### src/rtl/dmem_arbiter_if.sv
// -----------------------------------------------------------------------------
// dmem_arbiter_if
// One requester's data-memory access port. Both the core execute stage and the
// host/loader use this same bundle.
//
//   req    requester -> arbiter  access request, level, held until gnt is seen
//   we     requester -> arbiter  1 = write, 0 = read
//   addr   requester -> arbiter  word address (AW bits)
//   wdata  requester -> arbiter  write data (DW bits)
//   gnt    arbiter -> requester  one-cycle pulse in the cycle the access runs
//   rvalid arbiter -> requester  one-cycle pulse the cycle after a read grant
//   rdata  arbiter -> requester  read data, meaningful while rvalid is high
//
// Modports: master = requester side, slave = arbiter side.
// -----------------------------------------------------------------------------
interface dmem_arbiter_if #(
    parameter int AW = 4,
    parameter int DW = 16
);
    logic          req;
    logic          we;
    logic [AW-1:0] addr;
    logic [DW-1:0] wdata;
    logic          gnt;
    logic          rvalid;
    logic [DW-1:0] rdata;

    modport master (
        output req, we, addr, wdata,
        input  gnt, rvalid, rdata
    );

    modport slave (
        input  req, we, addr, wdata,
        output gnt, rvalid, rdata
    );
endinterface

### src/rtl/dmem_arbiter.sv
// -----------------------------------------------------------------------------
// dmem_arbiter
// Owns the 2**AW x DW processor data memory and shares its single port between
// the core execute stage and an external host/loader. A two-state sequencer
// (IDLE -> ACCESS -> IDLE) picks one requester per access with round-robin
// arbitration, so the sustained rate is one access every two cycles.
//
// Ports:
//   clk        system clock, all state changes on its rising edge
//   rst        asynchronous active-low reset (clears control state, not memory)
//   host_lock  only with DMEM_HOST_LOCK_EN: host requests exclusive ownership
//   core       slave side of dmem_arbiter_if for the core execute stage
//   host       slave side of dmem_arbiter_if for the host/loader
//   busy       high during the ACCESS cycle
//
// Optional build macro DMEM_HOST_LOCK_EN: a host grant taken with host_lock=1
// blocks all core grants until a host access with host_lock=0 completes.
// -----------------------------------------------------------------------------
module dmem_arbiter #(
    parameter int AW = 4,
    parameter int DW = 16
) (
    input  logic                 clk,
    input  logic                 rst,
`ifdef DMEM_HOST_LOCK_EN
    input  logic                 host_lock,
`endif
    dmem_arbiter_if.slave        core,
    dmem_arbiter_if.slave        host,
    output logic                 busy
);

    typedef enum logic { IDLE, ACCESS } state_t;
    typedef enum logic { OWN_CORE, OWN_HOST } owner_t;

    localparam int DEPTH = 1 << AW;

    state_t        state_reg, state_next;
    owner_t        owner_reg, owner_next;
    owner_t        last_reg;
    logic          start;
    logic          core_ok;

    logic          we_reg;
    logic [AW-1:0] addr_reg;
    logic [DW-1:0] wdata_reg;

    logic          core_gnt_reg, host_gnt_reg;
    logic          core_rvalid_reg, host_rvalid_reg;
    logic [DW-1:0] core_rdata_reg, host_rdata_reg;

    logic [DW-1:0] mem [0:DEPTH-1];

`ifdef DMEM_HOST_LOCK_EN
    logic          lock_reg;
    logic          lock_latched_reg;
`endif

    // -------------------------------------------------------------------------
    // Next-state / arbitration
    // -------------------------------------------------------------------------
    always_comb begin
        state_next = state_reg;
        owner_next = owner_reg;
        start      = 1'b0;
`ifdef DMEM_HOST_LOCK_EN
        // While the host holds the lock the core is simply not a candidate.
        core_ok    = core.req && !lock_reg;
`else
        core_ok    = core.req;
`endif
        case (state_reg)
            IDLE: begin
                if (core_ok && host.req) begin
                    start      = 1'b1;
                    // Tie: the requester that did not own the previous access wins.
                    owner_next = (last_reg == OWN_HOST) ? OWN_CORE : OWN_HOST;
                end else if (core_ok) begin
                    start      = 1'b1;
                    owner_next = OWN_CORE;
                end else if (host.req) begin
                    start      = 1'b1;
                    owner_next = OWN_HOST;
                end
                if (start) begin
                    state_next = ACCESS;
                end
            end
            ACCESS: begin
                // Requests are ignored here; always a single-cycle access.
                state_next = IDLE;
            end
        endcase
    end

    // -------------------------------------------------------------------------
    // Control state, request latch, grant/return registers
    // -------------------------------------------------------------------------
    always_ff @(posedge clk or negedge rst) begin
        if (!rst) begin
            state_reg        <= IDLE;
            owner_reg        <= OWN_CORE;
            last_reg         <= OWN_HOST;   // core wins the first tie
            we_reg           <= 1'b0;
            addr_reg         <= '0;
            wdata_reg        <= '0;
            core_gnt_reg     <= 1'b0;
            host_gnt_reg     <= 1'b0;
            core_rvalid_reg  <= 1'b0;
            host_rvalid_reg  <= 1'b0;
            core_rdata_reg   <= '0;
            host_rdata_reg   <= '0;
`ifdef DMEM_HOST_LOCK_EN
            lock_reg         <= 1'b0;
            lock_latched_reg <= 1'b0;
`endif
        end else begin
            state_reg       <= state_next;
            owner_reg       <= owner_next;
            // Grants are raised on the edge that enters ACCESS, so they line
            // up exactly with the ACCESS cycle.
            core_gnt_reg    <= start && (owner_next == OWN_CORE);
            host_gnt_reg    <= start && (owner_next == OWN_HOST);
            core_rvalid_reg <= 1'b0;
            host_rvalid_reg <= 1'b0;

            if (start) begin
                if (owner_next == OWN_CORE) begin
                    we_reg    <= core.we;
                    addr_reg  <= core.addr;
                    wdata_reg <= core.wdata;
                end else begin
                    we_reg    <= host.we;
                    addr_reg  <= host.addr;
                    wdata_reg <= host.wdata;
                end
`ifdef DMEM_HOST_LOCK_EN
                if (owner_next == OWN_HOST) begin
                    lock_latched_reg <= host_lock;
                    if (host_lock) begin
                        lock_reg <= 1'b1;
                    end
                end
`endif
            end

            if (state_reg == ACCESS) begin
                last_reg <= owner_reg;
                if (!we_reg) begin
                    if (owner_reg == OWN_CORE) begin
                        core_rdata_reg  <= mem[addr_reg];
                        core_rvalid_reg <= 1'b1;
                    end else begin
                        host_rdata_reg  <= mem[addr_reg];
                        host_rvalid_reg <= 1'b1;
                    end
                end
`ifdef DMEM_HOST_LOCK_EN
                if (owner_reg == OWN_HOST && !lock_latched_reg) begin
                    lock_reg <= 1'b0;
                end
`endif
            end
        end
    end

    // -------------------------------------------------------------------------
    // Memory array: never reset. An async reset forces state_reg to IDLE
    // before the closing edge, so an interrupted write is dropped.
    // -------------------------------------------------------------------------
    always_ff @(posedge clk) begin
        if (state_reg == ACCESS && we_reg) begin
            mem[addr_reg] <= wdata_reg;
        end
    end

    assign busy        = (state_reg == ACCESS);
    assign core.gnt    = core_gnt_reg;
    assign host.gnt    = host_gnt_reg;
    assign core.rvalid = core_rvalid_reg;
    assign host.rvalid = host_rvalid_reg;
    assign core.rdata  = core_rdata_reg;
    assign host.rdata  = host_rdata_reg;

endmodule

### src/flat_wrapper.sv
// flat-port wrapper written by rule: the top's interface ports become plain ports
module dmem_arbiter_flat 
#(
    parameter int AW = 4,
    parameter int DW = 16
)
  (clk, rst, busy, core_req, core_we, core_addr, core_wdata, core_gnt, core_rvalid, core_rdata, host_req, host_we, host_addr, host_wdata, host_gnt, host_rvalid, host_rdata);
  dmem_arbiter_if #(.AW(AW), .DW(DW)) core_i ();
  dmem_arbiter_if #(.AW(AW), .DW(DW)) host_i ();
  input  logic clk;
  input  logic rst;
  output logic busy;
  input wire logic [$bits(core_i.req)-1:0] core_req;
  input wire logic [$bits(core_i.we)-1:0] core_we;
  input wire logic [$bits(core_i.addr)-1:0] core_addr;
  input wire logic [$bits(core_i.wdata)-1:0] core_wdata;
  output wire logic [$bits(core_i.gnt)-1:0] core_gnt;
  output wire logic [$bits(core_i.rvalid)-1:0] core_rvalid;
  output wire logic [$bits(core_i.rdata)-1:0] core_rdata;
  input wire logic [$bits(host_i.req)-1:0] host_req;
  input wire logic [$bits(host_i.we)-1:0] host_we;
  input wire logic [$bits(host_i.addr)-1:0] host_addr;
  input wire logic [$bits(host_i.wdata)-1:0] host_wdata;
  output wire logic [$bits(host_i.gnt)-1:0] host_gnt;
  output wire logic [$bits(host_i.rvalid)-1:0] host_rvalid;
  output wire logic [$bits(host_i.rdata)-1:0] host_rdata;
  assign core_i.req = core_req;
  assign core_i.we = core_we;
  assign core_i.addr = core_addr;
  assign core_i.wdata = core_wdata;
  assign core_gnt = core_i.gnt;
  assign core_rvalid = core_i.rvalid;
  assign core_rdata = core_i.rdata;
  assign host_i.req = host_req;
  assign host_i.we = host_we;
  assign host_i.addr = host_addr;
  assign host_i.wdata = host_wdata;
  assign host_gnt = host_i.gnt;
  assign host_rvalid = host_i.rvalid;
  assign host_rdata = host_i.rdata;
  dmem_arbiter #(.AW(AW), .DW(DW)) u_core (.clk(clk), .rst(rst), .core(core_i), .host(host_i), .busy(busy));
endmodule
### config.mk
export PLATFORM = sky130hd
export DESIGN_NAME = dmem_arbiter_flat
export DESIGN_NICKNAME = d
export VERILOG_FILES = /design/src/rtl/dmem_arbiter_if.sv /design/src/rtl/dmem_arbiter.sv /design/src/flat_wrapper.sv
export SDC_FILE = /design/constraint.sdc
export NUM_CORES = 1
export LEC_CHECK = 0
export ABC_AREA = 1
export CORE_ASPECT_RATIO = 0.8
export CORE_MARGIN = 2
export CORE_UTILIZATION = 59
export DETAILED_ROUTE_END_ITERATION = 10
export PLACE_DENSITY = 0.83
export SLEW_MARGIN = 20
export SYNTH_ARGS = -nofsm -noshare
export SYNTH_HDL_FRONTEND = slang
export SYNTH_SLANG_ARGS = --single-unit
### constraint.sdc
create_clock -name clk -period 2.95 [get_ports clk]
set_input_delay 0.4425 -clock clk [delete_from_list [all_inputs] [get_ports clk]]
set_output_delay 0.4425 -clock clk [all_outputs]
set_load 0.03 [all_outputs]
Word level (Yosys, flattened, before mapping)
Memories as Yosys holds them, arrays and structs flattened.
Cells that the tools add are included.
{"block": "totals", "reg_bits": 60, "ramBits": 256, "in_bits": 46, "wordCells": 46, "mem_count": 1}
{"block": "op_classes", "muxes": 23, "n_bitwise": 4, "reduce_logical": 6}
{"name": "u_core.mem", "depth": 16, "word_bits": 16, "rd": 1, "rd_ports_with_merged_regs": 0, "write_ports": 1, "line_no": "dmem_arbiter.sv:52", "rtl": "logic [DW-1:0] mem [0:DEPTH-1];"}
{"cell": "1-bit two-way mux", "count": 20}
{"cell": "16-bit two-way mux", "count": 1}
{"cell": "3-bit AND reduction", "count": 2}
{"cell": "1-bit logical AND", "count": 4}
{"cell": "4-bit two-way mux", "count": 1}
{"cell": "1-bit NOT", "count": 4}
{"cell": "1-bit one-hot mux with 2 select lines", "count": 1}

Longest topological paths before layout
{"block": "depth", "depth_word": 6, "depth_mapped": 12, "ltp_nobuf": 9}

Worst setup path after synthesis
Ideal clock, no wire load.
{"block": "synth_path", "path_type": "register to register", "from": "register u_core.addr_reg[2]", "to": "memory u_core.mem[0][0] (enable)", "setup_time_ps": 388, "t_arrival_ps": 1749, "required_time_ps": 2562, "setup_slack_ps": 812, "path_stages_with_launch": 5, "n_path_buf": 1, "synth_period_minus_slack_ps": 2138, "cell_sequence": "dfrtp_1 -> nor2_1 -> buf_2 -> inv_1 -> nor2_1"}
{"element": "start, declared", "line_no": "dmem_arbiter.sv:45", "rtl": "logic [AW-1:0] addr_reg;"}
{"element": "start signal, assigned", "line_no": "dmem_arbiter.sv:130", "rtl": "addr_reg <= core.addr;"}
{"element": "start signal, assigned", "line_no": "dmem_arbiter.sv:134", "rtl": "addr_reg <= host.addr;"}
{"element": "end, declared", "line_no": "dmem_arbiter.sv:52"}
No word-level cell before the write port.

Worst setup path after layout
{"block": "layout_path", "from": "register u_core.state_reg, in the netlist u_core.busy", "to": "output port busy"}
{"element": "start, declared", "line_no": "dmem_arbiter.sv:38", "rtl": "state_t state_reg, state_next;"}
{"element": "start signal, assigned", "line_no": "dmem_arbiter.sv:118", "rtl": "state_reg <= state_next;"}
{"element": "end, declared", "line_no": "flat_wrapper.sv:12", "rtl": "output logic busy;"}
No word-level cell between the ends.

==> flow_metrics.py <==
metrics = {
    "timing": {
        "fin_worst_skew_ps": 20.8,
        "fin_tns_setup_ps": 0,
        "max_clock_freq_mhz": 446,
        "rsz0062_at_grt": "false",
        "final_min_period_over_clock_period": 0.759,
        "slew_headroom": 0.456,
        "hold_viol_final": 0,
        "setup_viol": 0,
        "tightest_slew_ps": 815,
        "slew_viol_final": 0,
        "fin_crit_ps": 2240,
        "finalWorstSetupSlack_ps": 710,
    },
    "synthesis": {
        "synthXorXnorAreaFrac": 0,
        "synth_mux_area_frac": 0,
        "ys_warn_count": 0,
        "ys_types": 19,
        "syn_area_um2": 13000,
        "synth_compound_area_frac": 0.0156,
        "synth_fa_ha_area_frac": 0,
        "yosys.area_share.simple": 0.247,
        "ys_seq_area_frac": 0.705,
        "synth_top_family_by_area": "simple AND/OR/NAND/NOR gates",
        "synth_cells": 1276,
        "syn_nets": 1322,
        "syn-mean-instance-area_um2": 10.2,
        "ys_seq_elements": 316,
    },
    "routing": {
        "top_layer": "met5",
        "drc": 0,
        "vias": 9364,
        "wl_met2_um": 15200,
        "drt_first_pass_iters": 6,
        "drtIter0Drc": 1206,
        "totalWireLength_um": 32000,
        "wl_met3_um": 3370,
        "vias_per_cell": 5.57,
        "met1_length_um": 12500,
        "wl_per_cell_um": 19.0,
        "final_antenna_net_count": 0,
    },
    "critical_path": {
        "worstPathRequired_ps": 2510,
        "setup.worst_path.start_class": "register",
        "critPathKind": "register to output port",
        "worstPathCellList": "clkdlybuf4s50_1",
        "slowest_delay_ps": 730,
        "cp_max_fo": 7,
        "cp_top_family": "buffers and inverters",
        "worstSetupEndpointType": "output port",
        "r2r_end": "u_core.mem[11][9]$_DFFE_PP_",
        "reg2reg_depth": 4,
        "worstPathArrival_ps": 1800,
        "r2r_slack_ps": 780,
        "worstReg2RegStart": "u_core.addr_reg[1]$_DFFE_PN0P_",
        "startpoint": "u_core.busy$_DFF_PN0_",
        "path_buf_inv": 1,
        "slowest_stage": "clkdlybuf4s50_1",
    },
    "finish": {
        "antenna_cells": 0,
        "nets": 1429,
        "seq_area_um2": 9200,
        "largest_reg_flops": 256,
        "fill_cells": 1481,
        "layout-drive-gt1-share": 0.0740,
        "largest-register": "u_core.mem",
        "multi_input_area_um2": 3430,
        "area_delta_synth_final_pct": 17.1,
    },
    "grt": {
        "grt_pass1_wl_um": 49100,
        "antenna_found_initial": 1,
        "grt_pass1_vias": 9105,
        "grt_max_degree": 61,
        "grt_overflow": 0,
        "grt_usage": 0.283,
    },
    "floorplan": {
        "fp.dieH_um": 137,
        "rows": 48,
        "design.core.area_um2": 21600,
        "dieArea_um2": 23300,
        "die_width_um": 170,
        "ios": 83,
        "start_util": 0.603,
    },
    "clocking": {
        "clock_path_buffers": 3,
        "h-tree-depth": 1,
        "cts_made_buffers": 30,
        "clk_pin_slew_ps": 60,
        "cts.sinks": 316,
        "cts_tree": "yes",
        "cts_root_buffer": "clkbuf_16",
        "clk_latency_ps": 560,
    },
    "pwr": {
        "p_leak_nw": 6.66,
        "p_sw_mw": 4.59,
        "clockPowerShare": 0.288,
        "seqPwrFrac": 0.457,
        "powerDensity_nw_per_um2": 890,
        "vdd_drop_max_v": 0.000505,
        "p_int_mw": 8.99,
        "p_comb_frac": 0.255,
        "switching_share": 0.338,
    },
    "hold_path": {
        "holdCritPathClass": "input port to async pin",
    },
    "flow_run": {
        "drv_cap": 0,
    },
    "placement": {
        "io_buffers": 82,
        "pre_cts_slack_ps": 758,
        "hpwl_um": 20500,
        "place_congestion": 0.940,
    },
    "run_status": {
        "status": "complete, no violations",
    },
}
cell usage after synthesis:
| master | count | area share |
|---|---|---|
| buf_6 | 11 | 0.0095 |
| nand3_1 | 21 | 0.0081 |
| nor2_1 | 18 | 0.0052 |
| buf_2 | 36 | 0.014 |
| edfxtp_1 | 256 | 0.59 |
| nor3_4 | 1 | 0.0012 |
| buf_4 | 1 | 0.00058 |
| nand2_1 | 804 | 0.23 |
| o211ai_1 | 4 | 0.0023 |
| inv_2 | 3 | 0.00086 |
| clkbuf_1 | 8 | 0.0023 |
| nor2_2 | 3 | 0.0014 |
| dfrtp_1 | 59 | 0.11 |
| inv_4 | 1 | 0.00048 |
| o21ai_1 | 32 | 0.012 |
| dfstp_2 | 1 | 0.0020 |
| o21ai_0 | 1 | 0.00038 |
| inv_1 | 15 | 0.0043 |
| o21ai_2 | 1 | 0.00067 |
power groups by stage:
stage	Sequential, mW	Clock, mW	Combinational [mW]
4_1_cts	6.18	3.95	3.45
6_report	6.20	3.92	3.47
3_5_place_dp	6.27	0	3.41
2_1_floorplan	6.38	0	1.90
5_1_grt	6.26	4.12	3.80
3_3_place_gp	6.22	0	3.35
metal layers:
layer / up-vias / GRT usage
met1: 4392 / 0.378
li1: 4331 / -
met3: 68 / 0.0622
met5: - / 0
met4: 2 / 0.0802
met2: 571 / 0.474
how the worst max path moves through the flow:
| stage | endpoint | cells past startpoint |
|---|---|---|
| after floorplan | u_core.mem[0][0]$_DFFE_PP_ | 4 |
| after global placement | u_core.addr_reg[0]$_DFFE_PN0P_ | 7 |
| after detailed placement | u_core.addr_reg[0]$_DFFE_PN0P_ | 7 |
| after CTS | busy | 1 |
| after global routing | u_core.mem[2][5]$_DFFE_PP_ | 4 |
| final | busy | 1 |
cell type report:
type                    count  area share
flip-flops and latches    316       0.602
multi-input cells         885       0.225
repair buffers            131      0.0794
clock buffers              41      0.0546
well taps                 275      0.0225
clock inverters            13      0.0115
inverters                  19     0.00484
logic make-up after synthesis:
logic type | count (synthesis)
DFF | 316
AOI/OAI and AO/OA | 38
and+or+nand+nor | 847
buffers and inverters | 75
metrics by stage:
step            util  power, mW  std cells  instance area, um^2  hold WS, ps
2_1_floorplan      -       8.28       1276                13000          147
3_3_place_gp   0.659       9.57       1625                14200          461
3_5_place_dp   0.659       9.68       1625                14200          465
4_1_cts        0.706       13.6       1680                15300          427
5_1_grt        0.706       14.2       1680                15300          443
6_report       0.706       13.6       1680                15300          421
layout by cell type, fill, tap and decap left out, drive strengths merged:
cell type / count
nand2: 804
nand3: 21
clkinv: 8
o211ai: 4
o21ai: 34
dlygate4sd3: 1
edfxtp: 256
dfstp: 1
clkdlybuf4s50: 81
buf: 49
nor2: 21
inv: 19
clkbuf: 41
nor3: 1
dfrtp: 59
bufinv: 4
clkinvlp: 1
repair_timing:
item	CTS	global route
endpoints found under the hold margin	59	0
hold buffers	1	0
resized for setup	0	0
setup endpoints to repair	0	0
buffers inserted	0	0
Note: power is estimated with default switching activity, not from simulation.
